### src/rtl/cpu_sequencer_pkg.sv
// cpu_pkg: shared types and constants for the CPU control sequencer.
//   state_t        : sequencer states IDLE/FETCH/DECODE/EXEC/MEM/WB
//   OP_*           : opcode encodings (instruction-register bits [7:6])
//   ALU_*          : ALU operation select values driven on alu_op
package cpu_pkg;

    typedef enum logic [2:0] {
        S_IDLE   = 3'd0,
        S_FETCH  = 3'd1,
        S_DECODE = 3'd2,
        S_EXEC   = 3'd3,
        S_MEM    = 3'd4,
        S_WB     = 3'd5
    } state_t;

    localparam logic [1:0] OP_ADD   = 2'b00;
    localparam logic [1:0] OP_SUB   = 2'b01;
    localparam logic [1:0] OP_LOAD  = 2'b10;
    localparam logic [1:0] OP_STORE = 2'b11;

    // ALU select follows the opcode directly for the arithmetic ops
    localparam logic [1:0] ALU_ADD  = OP_ADD;
    localparam logic [1:0] ALU_SUB  = OP_SUB;
    localparam logic [1:0] ALU_IDLE = 2'b00;

endpackage

### src/rtl/cpu_sequencer_if.sv
// cpu_sequencer_if: control bundle between the sequencer and its datapath.
//   Requests : run, step, halt_req, opcode
//   Controls : ir_load, pc_inc, reg_write, mem_read, mem_write, mem_to_reg, alu_op
//   Status   : halted, busy, instr_count
// Modports: master = sequencer side, slave = datapath / environment side.
interface cpu_sequencer_if #(
    parameter int CNT_W = 8,
    parameter int OP_W  = 2
);
    logic             run;
    logic             step;
    logic             halt_req;
    logic [OP_W-1:0]  opcode;
    logic             ir_load;
    logic             pc_inc;
    logic             reg_write;
    logic             mem_read;
    logic             mem_write;
    logic             mem_to_reg;
    logic [1:0]       alu_op;
    logic             halted;
    logic             busy;
    logic [CNT_W-1:0] instr_count;

    modport master (
        input  run, step, halt_req, opcode,
        output ir_load, pc_inc, reg_write, mem_read, mem_write, mem_to_reg,
               alu_op, halted, busy, instr_count
    );

    modport slave (
        output run, step, halt_req, opcode,
        input  ir_load, pc_inc, reg_write, mem_read, mem_write, mem_to_reg,
               alu_op, halted, busy, instr_count
    );
endinterface

### src/rtl/cpu_sequencer_decode.sv
// cpu_seq_decode: purely combinational control decode from the current state
// and the latched opcode. Inputs: state_i, op_i. Outputs: one control per
// datapath strobe plus halted/busy status. Anything not asserted is 0.
module cpu_seq_decode
    import cpu_pkg::*;
(
    input  state_t     state_i,
    input  logic [1:0] op_i,
    output logic       ir_load_o,
    output logic       pc_inc_o,
    output logic       reg_write_o,
    output logic       mem_read_o,
    output logic       mem_write_o,
    output logic       mem_to_reg_o,
    output logic [1:0] alu_op_o,
    output logic       halted_o,
    output logic       busy_o
);
    always_comb begin
        ir_load_o    = 1'b0;
        pc_inc_o     = 1'b0;
        reg_write_o  = 1'b0;
        mem_read_o   = 1'b0;
        mem_write_o  = 1'b0;
        mem_to_reg_o = 1'b0;
        alu_op_o     = ALU_IDLE;
        halted_o     = (state_i == S_IDLE);
        busy_o       = (state_i != S_IDLE);
        case (state_i)
            S_FETCH: ir_load_o = 1'b1;
            S_EXEC:  alu_op_o  = op_i;
            S_MEM: begin
                if (op_i == OP_STORE) begin
                    mem_write_o = 1'b1;
                    pc_inc_o    = 1'b1;
                end else begin
                    mem_read_o  = 1'b1;
                end
            end
            S_WB: begin
                reg_write_o = 1'b1;
                pc_inc_o    = 1'b1;
                if (op_i == OP_LOAD) begin
                    mem_read_o   = 1'b1;
                    mem_to_reg_o = 1'b1;
                end else begin
                    alu_op_o = op_i;
                end
            end
            default: ;
        endcase
    end
endmodule

### src/rtl/cpu_sequencer.sv
// cpu_sequencer: multi-cycle control sequencer (FETCH/DECODE/EXEC|MEM/WB).
// Ports: clk, reset (async active-low), bus (cpu_sequencer_if.master).
// Optional feature: define CPU_SEQ_INSTR_COUNT_EN to build the retired-
// instruction counter; otherwise instr_count is tied to 0.
module cpu_sequencer
    import cpu_pkg::*;
#(
    parameter int CNT_W = 8,
    parameter int OP_W  = 2
) (
    input  logic                   clk,
    input  logic                   reset,
    cpu_sequencer_if.master        bus
);
    state_t          state_q, state_d;
    logic [OP_W-1:0] op_q, op_d;
    logic            step_mode_q, step_mode_d;
    logic            retire;

    always_ff @(posedge clk or negedge reset) begin
        if (!reset) begin
            state_q     <= S_IDLE;
            op_q        <= '0;
            step_mode_q <= 1'b0;
        end else begin
            state_q     <= state_d;
            op_q        <= op_d;
            step_mode_q <= step_mode_d;
        end
    end

    always_comb begin
        state_d     = state_q;
        op_d        = op_q;
        step_mode_d = step_mode_q;
        retire      = 1'b0;
        case (state_q)
            S_IDLE: begin
                if (bus.run) begin
                    state_d     = S_FETCH;
                    step_mode_d = 1'b0;
                end else if (bus.step) begin
                    state_d     = S_FETCH;
                    step_mode_d = 1'b1;
                end
            end
            S_FETCH:  state_d = S_DECODE;
            S_DECODE: begin
                op_d    = bus.opcode;
                state_d = (bus.opcode[1:0] == OP_LOAD || bus.opcode[1:0] == OP_STORE)
                          ? S_MEM : S_EXEC;
            end
            S_EXEC:   state_d = S_WB;
            S_MEM: begin
                if (op_q[1:0] == OP_STORE) retire  = 1'b1;
                else                       state_d = S_WB;
            end
            S_WB:     retire  = 1'b1;
            default:  state_d = S_IDLE;
        endcase
        // Single retirement point so halt/step/run arbitration is shared by
        // the STORE (MEM) and the WB exits.
        if (retire) begin
            state_d     = (bus.run && !bus.halt_req && !step_mode_q) ? S_FETCH : S_IDLE;
            step_mode_d = 1'b0;
        end
    end

    cpu_seq_decode u_decode (
        .state_i      (state_q),
        .op_i         (op_q[1:0]),
        .ir_load_o    (bus.ir_load),
        .pc_inc_o     (bus.pc_inc),
        .reg_write_o  (bus.reg_write),
        .mem_read_o   (bus.mem_read),
        .mem_write_o  (bus.mem_write),
        .mem_to_reg_o (bus.mem_to_reg),
        .alu_op_o     (bus.alu_op),
        .halted_o     (bus.halted),
        .busy_o       (bus.busy)
    );

`ifdef CPU_SEQ_INSTR_COUNT_EN
    logic [CNT_W-1:0] cnt_q;

    always_ff @(posedge clk or negedge reset) begin
        if (!reset)      cnt_q <= '0;
        else if (retire) cnt_q <= cnt_q + 1'b1;
    end

    assign bus.instr_count = cnt_q;
`else
    logic [CNT_W-1:0] cnt_zero;
    assign cnt_zero        = '0;
    assign bus.instr_count = cnt_zero;
`endif

endmodule

### src/flat_wrapper.sv
// flat-port wrapper written by rule: the top's interface ports become plain ports
module cpu_sequencer_flat import cpu_pkg::*;
#(
    parameter int CNT_W = 8,
    parameter int OP_W  = 2
)
  (clk, reset, bus_run, bus_step, bus_halt_req, bus_opcode, bus_ir_load, bus_pc_inc, bus_reg_write, bus_mem_read, bus_mem_write, bus_mem_to_reg, bus_alu_op, bus_halted, bus_busy, bus_instr_count);
  cpu_sequencer_if #(.CNT_W(CNT_W), .OP_W(OP_W)) bus_i ();
  input  logic clk;
  input  logic reset;
  input wire logic [$bits(bus_i.run)-1:0] bus_run;
  input wire logic [$bits(bus_i.step)-1:0] bus_step;
  input wire logic [$bits(bus_i.halt_req)-1:0] bus_halt_req;
  input wire logic [$bits(bus_i.opcode)-1:0] bus_opcode;
  output wire logic [$bits(bus_i.ir_load)-1:0] bus_ir_load;
  output wire logic [$bits(bus_i.pc_inc)-1:0] bus_pc_inc;
  output wire logic [$bits(bus_i.reg_write)-1:0] bus_reg_write;
  output wire logic [$bits(bus_i.mem_read)-1:0] bus_mem_read;
  output wire logic [$bits(bus_i.mem_write)-1:0] bus_mem_write;
  output wire logic [$bits(bus_i.mem_to_reg)-1:0] bus_mem_to_reg;
  output wire logic [$bits(bus_i.alu_op)-1:0] bus_alu_op;
  output wire logic [$bits(bus_i.halted)-1:0] bus_halted;
  output wire logic [$bits(bus_i.busy)-1:0] bus_busy;
  output wire logic [$bits(bus_i.instr_count)-1:0] bus_instr_count;
  assign bus_i.run = bus_run;
  assign bus_i.step = bus_step;
  assign bus_i.halt_req = bus_halt_req;
  assign bus_i.opcode = bus_opcode;
  assign bus_ir_load = bus_i.ir_load;
  assign bus_pc_inc = bus_i.pc_inc;
  assign bus_reg_write = bus_i.reg_write;
  assign bus_mem_read = bus_i.mem_read;
  assign bus_mem_write = bus_i.mem_write;
  assign bus_mem_to_reg = bus_i.mem_to_reg;
  assign bus_alu_op = bus_i.alu_op;
  assign bus_halted = bus_i.halted;
  assign bus_busy = bus_i.busy;
  assign bus_instr_count = bus_i.instr_count;
  cpu_sequencer #(.CNT_W(CNT_W), .OP_W(OP_W)) u_core (.clk(clk), .reset(reset), .bus(bus_i));
endmodule
### config.mk
export PLATFORM = sky130hd
export DESIGN_NAME = cpu_sequencer_flat
export DESIGN_NICKNAME = d
export VERILOG_FILES = /design/src/rtl/cpu_sequencer_pkg.sv /design/src/rtl/cpu_sequencer_if.sv /design/src/rtl/cpu_sequencer_decode.sv /design/src/rtl/cpu_sequencer.sv /design/src/flat_wrapper.sv
export SDC_FILE = /design/constraint.sdc
export NUM_CORES = 1
export LEC_CHECK = 0
export CELL_PAD_IN_SITES_DETAIL_PLACEMENT = 1
export CELL_PAD_IN_SITES_GLOBAL_PLACEMENT = 2
export CORE_MARGIN = 3
export CORE_UTILIZATION = 20
export CTS_CLUSTER_SIZE = 28
export DETAILED_ROUTE_END_ITERATION = 8
export GPL_ROUTABILITY_DRIVEN = 0
export GPL_TIMING_DRIVEN = 0
export PLACE_DENSITY_LB_ADDON = 0.08
export SETUP_SLACK_MARGIN = 0.1
export SKIP_LAST_GASP = 1
export SLEW_MARGIN = 30
export SYNTH_ARGS = -nofsm -noshare
export SYNTH_HDL_FRONTEND = slang
export SYNTH_SLANG_ARGS = --single-unit
### constraint.sdc
create_clock -name clk -period 3.47 [get_ports clk]
set_input_delay 0.694 -clock clk [delete_from_list [all_inputs] [get_ports clk]]
set_output_delay 0.694 -clock clk [all_outputs]
set_load 0.01 [all_outputs]
=== Word-level counts from Yosys, hierarchy flattened ===
Index checks and enable logic that the tools add are counted.

* Equality and inequality tests: 12
* Muxes and demuxes: 22
* Reduce and logical (&&, ||, !) cells: 11

{| class="wikitable"
|+ Operators by type and width
! operator !! number
|-
| $pmux 3 s6 || 1
|-
| $mux 3 || 5
|-
| $mux 1 || 12
|-
| $eq 2x2->1 const B || 4
|-
| $eq 3x2->1 const B || 2
|-
| $eq 3x3->1 const B || 2
|-
| $reduce_bool 3->1 || 2
|-
| $ne 4x4->1 const B || 1
|-
| $pmux 1 s2 || 2
|-
| $pmux 2 s2 || 1
|-
| $eq 3x1->1 const B || 1
|-
| $logic_not 3->1 || 1
|-
| $ne 3x3->1 const B || 1
|-
| $reduce_and 3->1 || 1
|-
| $logic_and 1x1->1 || 2
|-
| $logic_not 1->1 || 2
|-
| $mux 2 || 1
|-
| $ne 2x2->1 const B || 1
|-
| $reduce_and 2->1 || 1
|-
| $reduce_bool 2->1 || 1
|-
| $logic_or 1x1->1 || 1
|}

* Bits in registers: 6
* Input port bits: 7
* Output and inout bits: 18
* Logic and storage cells: 48

=== Depth between registers and ports, before layout ===
* Depth in word-level cells: 5
* Mapped depth: 5
* Gate-level depth less buffers: 4

=== By module ===
Synthesis repeated with hierarchy kept, for this count alone.

* Cells, all modules: 55
* Area, all modules: 471.7 um^2

{| class="wikitable"
|+ Modules (own cells, without submodules)
! module !! instances !! cells an instance !! area each (um^2)
|-
| cpu_sequencer || 1 || 37 || 366.6
|-
| cpu_seq_decode || 1 || 18 || 105.1
|}

=== Worst setup path before layout ===
Ideal clock, no wire load.

* Kind: register -> output
* Start point: register u_core.state_q[1]
* End point: output bus_busy
* Data arrival time: 1,083 ps
* Required time: 2,776 ps
* Setup slack: 1,693 ps
* Stages on the path, launching flop included: 4
* Path buffers: 1
* Path through: dfrtp_1 > buf_6 > nor3_1 > inv_1

* Cells in the longest elaborated chain, start to end: 1

{| class="wikitable"
|+ Ends and longest elaborated chain
! what !! RTL line !! source
|-
| from (decl) || cpu_sequencer.sv:15 || <nowiki>state_t state_q, state_d;</nowiki>
|-
| from (signal assigned) || cpu_sequencer.sv:26 || <nowiki>state_q <= state_d;</nowiki>
|-
| $reduce_bool 3->1 || cpu_sequencer_decode.sv:28 || <nowiki>busy_o = (state_i != S_IDLE);</nowiki>
|-
| to (decl) || flat_wrapper.sv:23 || <nowiki>output wire logic [$bits(bus_i.busy)-1:0] bus_busy;</nowiki>
|}

No other way between the ends.

=== Worst setup path after layout ===
* Start point: register u_core.state_q[0]
* End point: output bus_mem_to_reg

* Cells in the longest elaborated chain, start to end: 2

{| class="wikitable"
|+ Ends and longest elaborated chain
! what !! RTL line !! source
|-
| $eq 3x3->1 || cpu_sequencer_decode.sv:29 || <nowiki>case (state_i)</nowiki>
|-
| $mux 1 || cpu_sequencer_decode.sv:29 ||
|-
| to (decl) || flat_wrapper.sv:20 || <nowiki>output wire logic [$bits(bus_i.mem_to_reg)-1:0] bus_mem_to_reg;</nowiki>
|}

No other way between the ends.

==> flow_metrics.py <==
metrics = {
    "run_status": {
        "status": "finished, final reports clean",
    },
    "die": {
        "core_area_mm2": 0.00206,
        "die-area_mm2": 0.00290,
        "fp-row-count": 16,
        "initial_core_util_pct": 22.2,
        "pin_count": 25,
        "die_x_um": 53.9,
        "dieHeight_um": 53.9,
    },
    "critical_path": {
        "critPathKind": "reg -> out",
        "critPathRequiredTime_ns": 2.78,
        "reg2reg_depth": 3,
        "cp_top_family": "buffers and inverters",
        "slowest_stage": "clkdlybuf4s50_1",
        "r2r_slack_ns": 2.09,
        "crit_path_max_fanout": 10,
        "start_kind": "register",
        "critPathBufInv": 2,
        "reg2reg_from": "u_core.state_q[2]",
        "slowest_delay_ns": 0.56,
        "endpoint_kind": "output pin",
        "reg2reg_to": "u_core.step_mode_q",
        "cp.arrival_ns": 1.81,
        "worstPathCellList": "clkbuf_1 > nand2_1 > nor3_1 > clkdlybuf4s50_1",
    },
    "synthesis": {
        "netlist_area_um2": 458,
        "synth_edf_count": 0,
        "synth.avg_cell_area_um2": 8.03,
        "synth_cells": 57,
        "yosysSeqAreaShare_pct": 32.8,
        "synth_ff_type": "dfrtp_1",
        "ys_seq_elements": 6,
        "yosys_warnings": 0,
        "synth_area_leaders": "dfrtp_1 (33%), buf_4 (13%), nor2_1 (5.7%)",
        "yosysTopAreaCellShare_pct": 32.8,
        "yosys.area.top_type": "dfrtp_1",
        "async_flop_share_pct": 100,
        "synth.distinct_cells": 23,
    },
    "pwr": {
        "irDropWorstVdd_uv": 245,
        "p_leak_nw": 0.306,
        "cellPowerDensity_mw_per_mm2": 735,
    },
    "finish": {
        "n_fill_cell": 265,
        "syn2layout_area_growth_pct": 53.0,
        "drive_above_1_share_pct": 18.1,
        "mostFrequentLayoutCell": "clkdlybuf4s50_1",
        "fin_util_pct": 34.0,
        "instances_no_fill": 110,
        "most-common-layout-cells": "clkdlybuf4s50_1 (16), buf_4 (8), conb_1 (8), nor2_1 (7), dfrtp_1 (6)",
        "fin_nets": 92,
        "diodes": 0,
    },
    "timing": {
        "rsz0062_at_grt": "no",
        "finalSetupTns_ns": 0,
        "holdWs_ns": 0.532,
        "min_period_ns": 2.50,
        "max_freq_ghz": 0.399,
        "final_max_slew_viol_count": 0,
        "fin_crit_sh_pct": 72.2,
        "hold_violations": 0,
        "clock_skew_ns": 0.00251,
        "finalSetupViolations": 0,
    },
    "min_path": {
        "min_path_type": "reg -> reg",
        "hold_path_end": "u_core.state_q[0]",
        "hold_path_depth": 2,
        "hold_start": "u_core.step_mode_q",
    },
    "routing": {
        "viasPerCell": 3.89,
        "antenna_left": 0,
        "routed_wirelength_mm": 1.17,
        "wire_per_inst_um": 10.6,
        "drt_iter0_markers": 3,
        "drc": 0,
        "first_pass_iters": 4,
        "via_count": 428,
    },
    "clock_tree": {
        "cts_made_buffers": 3,
        "cts-htree-levels": 1,
        "cts_sinks": 6,
        "post_cts_buffers": 0,
        "postCtsHoldBufs": 0,
        "cts_tree": "done",
        "clk_pin_slew_ns": 0.05,
        "clk_latency_ns": 0.24,
        "ctsResizeCount": 0,
        "cts_root_buf": "clkbuf_4",
        "clock_path_buffers": 2,
    },
    "grt": {
        "grt_util_all_layers_pct": 8.90,
        "first_global_vias": 416,
        "gr-total-overflow": 0,
        "grt_pass1_wl_mm": 1.87,
        "antenna_found_initial": 0,
        "grt_max_degree": 11,
    },
    "place": {
        "detailed_place_hpwl_um": 958,
        "place_inst": 107,
        "port_buffers": 16,
    },
    "flow_run": {
        "cap_violations": 0,
    },
}
where the power goes:
part	switching [mW]	total, mW	internal (mW)
clock network	0.0237	0.0628	0.0390
registers	0.0346	0.138	0.104
logic	0.150	0.314	0.163
total	0.209	0.515	0.306
cells in the mapped netlist (2+ instances only):
cell      n
nor3_1    3
nor2b_1   2
o21ai_0   3
nand2b_1  2
nand2_1   5
a21oi_1   4
inv_1     2
and2_1    2
nor2_1    7
buf_4     8
mux2_2    2
dfrtp_1   6
worst max path at each step:
stage / from / endpoint / slack, ns / depth (start not counted)
detailed placement: u_core.state_q[0] / bus_mem_to_reg / 1.21 / 4
finish: u_core.state_q[0] / bus_mem_to_reg / 0.97 / 4
global placement: u_core.state_q[0] / bus_mem_to_reg / 1.21 / 4
floorplan: u_core.state_q[1] / bus_busy / 1.69 / 3
global route: u_core.state_q[2] / bus_alu_op[1] / 0.84 / 4
CTS: u_core.state_q[0] / bus_mem_to_reg / 0.95 / 4
flip-flops by register name (all words and copies together), names as in the netlist:
name / flops
u_core.state_q: 3
u_core.step_mode_q: 1
u_core.op_q: 2
layer usage:
metal	part of all wire, %	routed length (µm)	global-route usage, %	vias up
met5	0	0	0	-
met4	0	0	0	0
met3	6.9	80	4.99	0
met2	42	492	12.9	15
met1	51	593	12.1	181
li1	-	-	-	232
layout make-up:
class / instances / area, µm² / share of cell area (%)
multi-input combinational: 46 / 251 / 35.9
timing repair buffer: 16 / 160 / 22.9
sequential: 6 / 150 / 21.4
buffer: 10 / 75.1 / 10.7
tap: 27 / 33.8 / 4.82
clock buffer: 3 / 22.5 / 3.21
inverter: 2 / 7.51 / 1.07
worst register-to-register path, cell delays in order, from the launching register on:
cell and delay [ns]:
dfrtp_1 0.47, nor3_1 0.45, a21oi_1 0.13, a211oi_1 0.23
logic make-up (layout without fill, tap and decap cells):
| logic type | Yosys count | after routing | synth area share (%) |
|---|---|---|---|
| simple gates | 25 | 25 | 28.7 |
| buf+inv | 12 | 31 | 18.0 |
| compound gates | 11 | 11 | 14.8 |
| flops | 6 | 6 | 32.8 |
| mux | 2 | 2 | 4.92 |
| other cells | 1 | 8 | 0.819 |
stage by stage:
stage                     power, mW  cell area, µm²  worst slack, ns
after floorplan               0.329             484             1.69
after global placement        0.457             678             1.21
after detailed placement      0.457             678             1.21
after CTS                     0.524             701            0.946
after global routing          0.567             701            0.840
final                         0.515             701            0.965
Power figures use the tool's default switching activity.
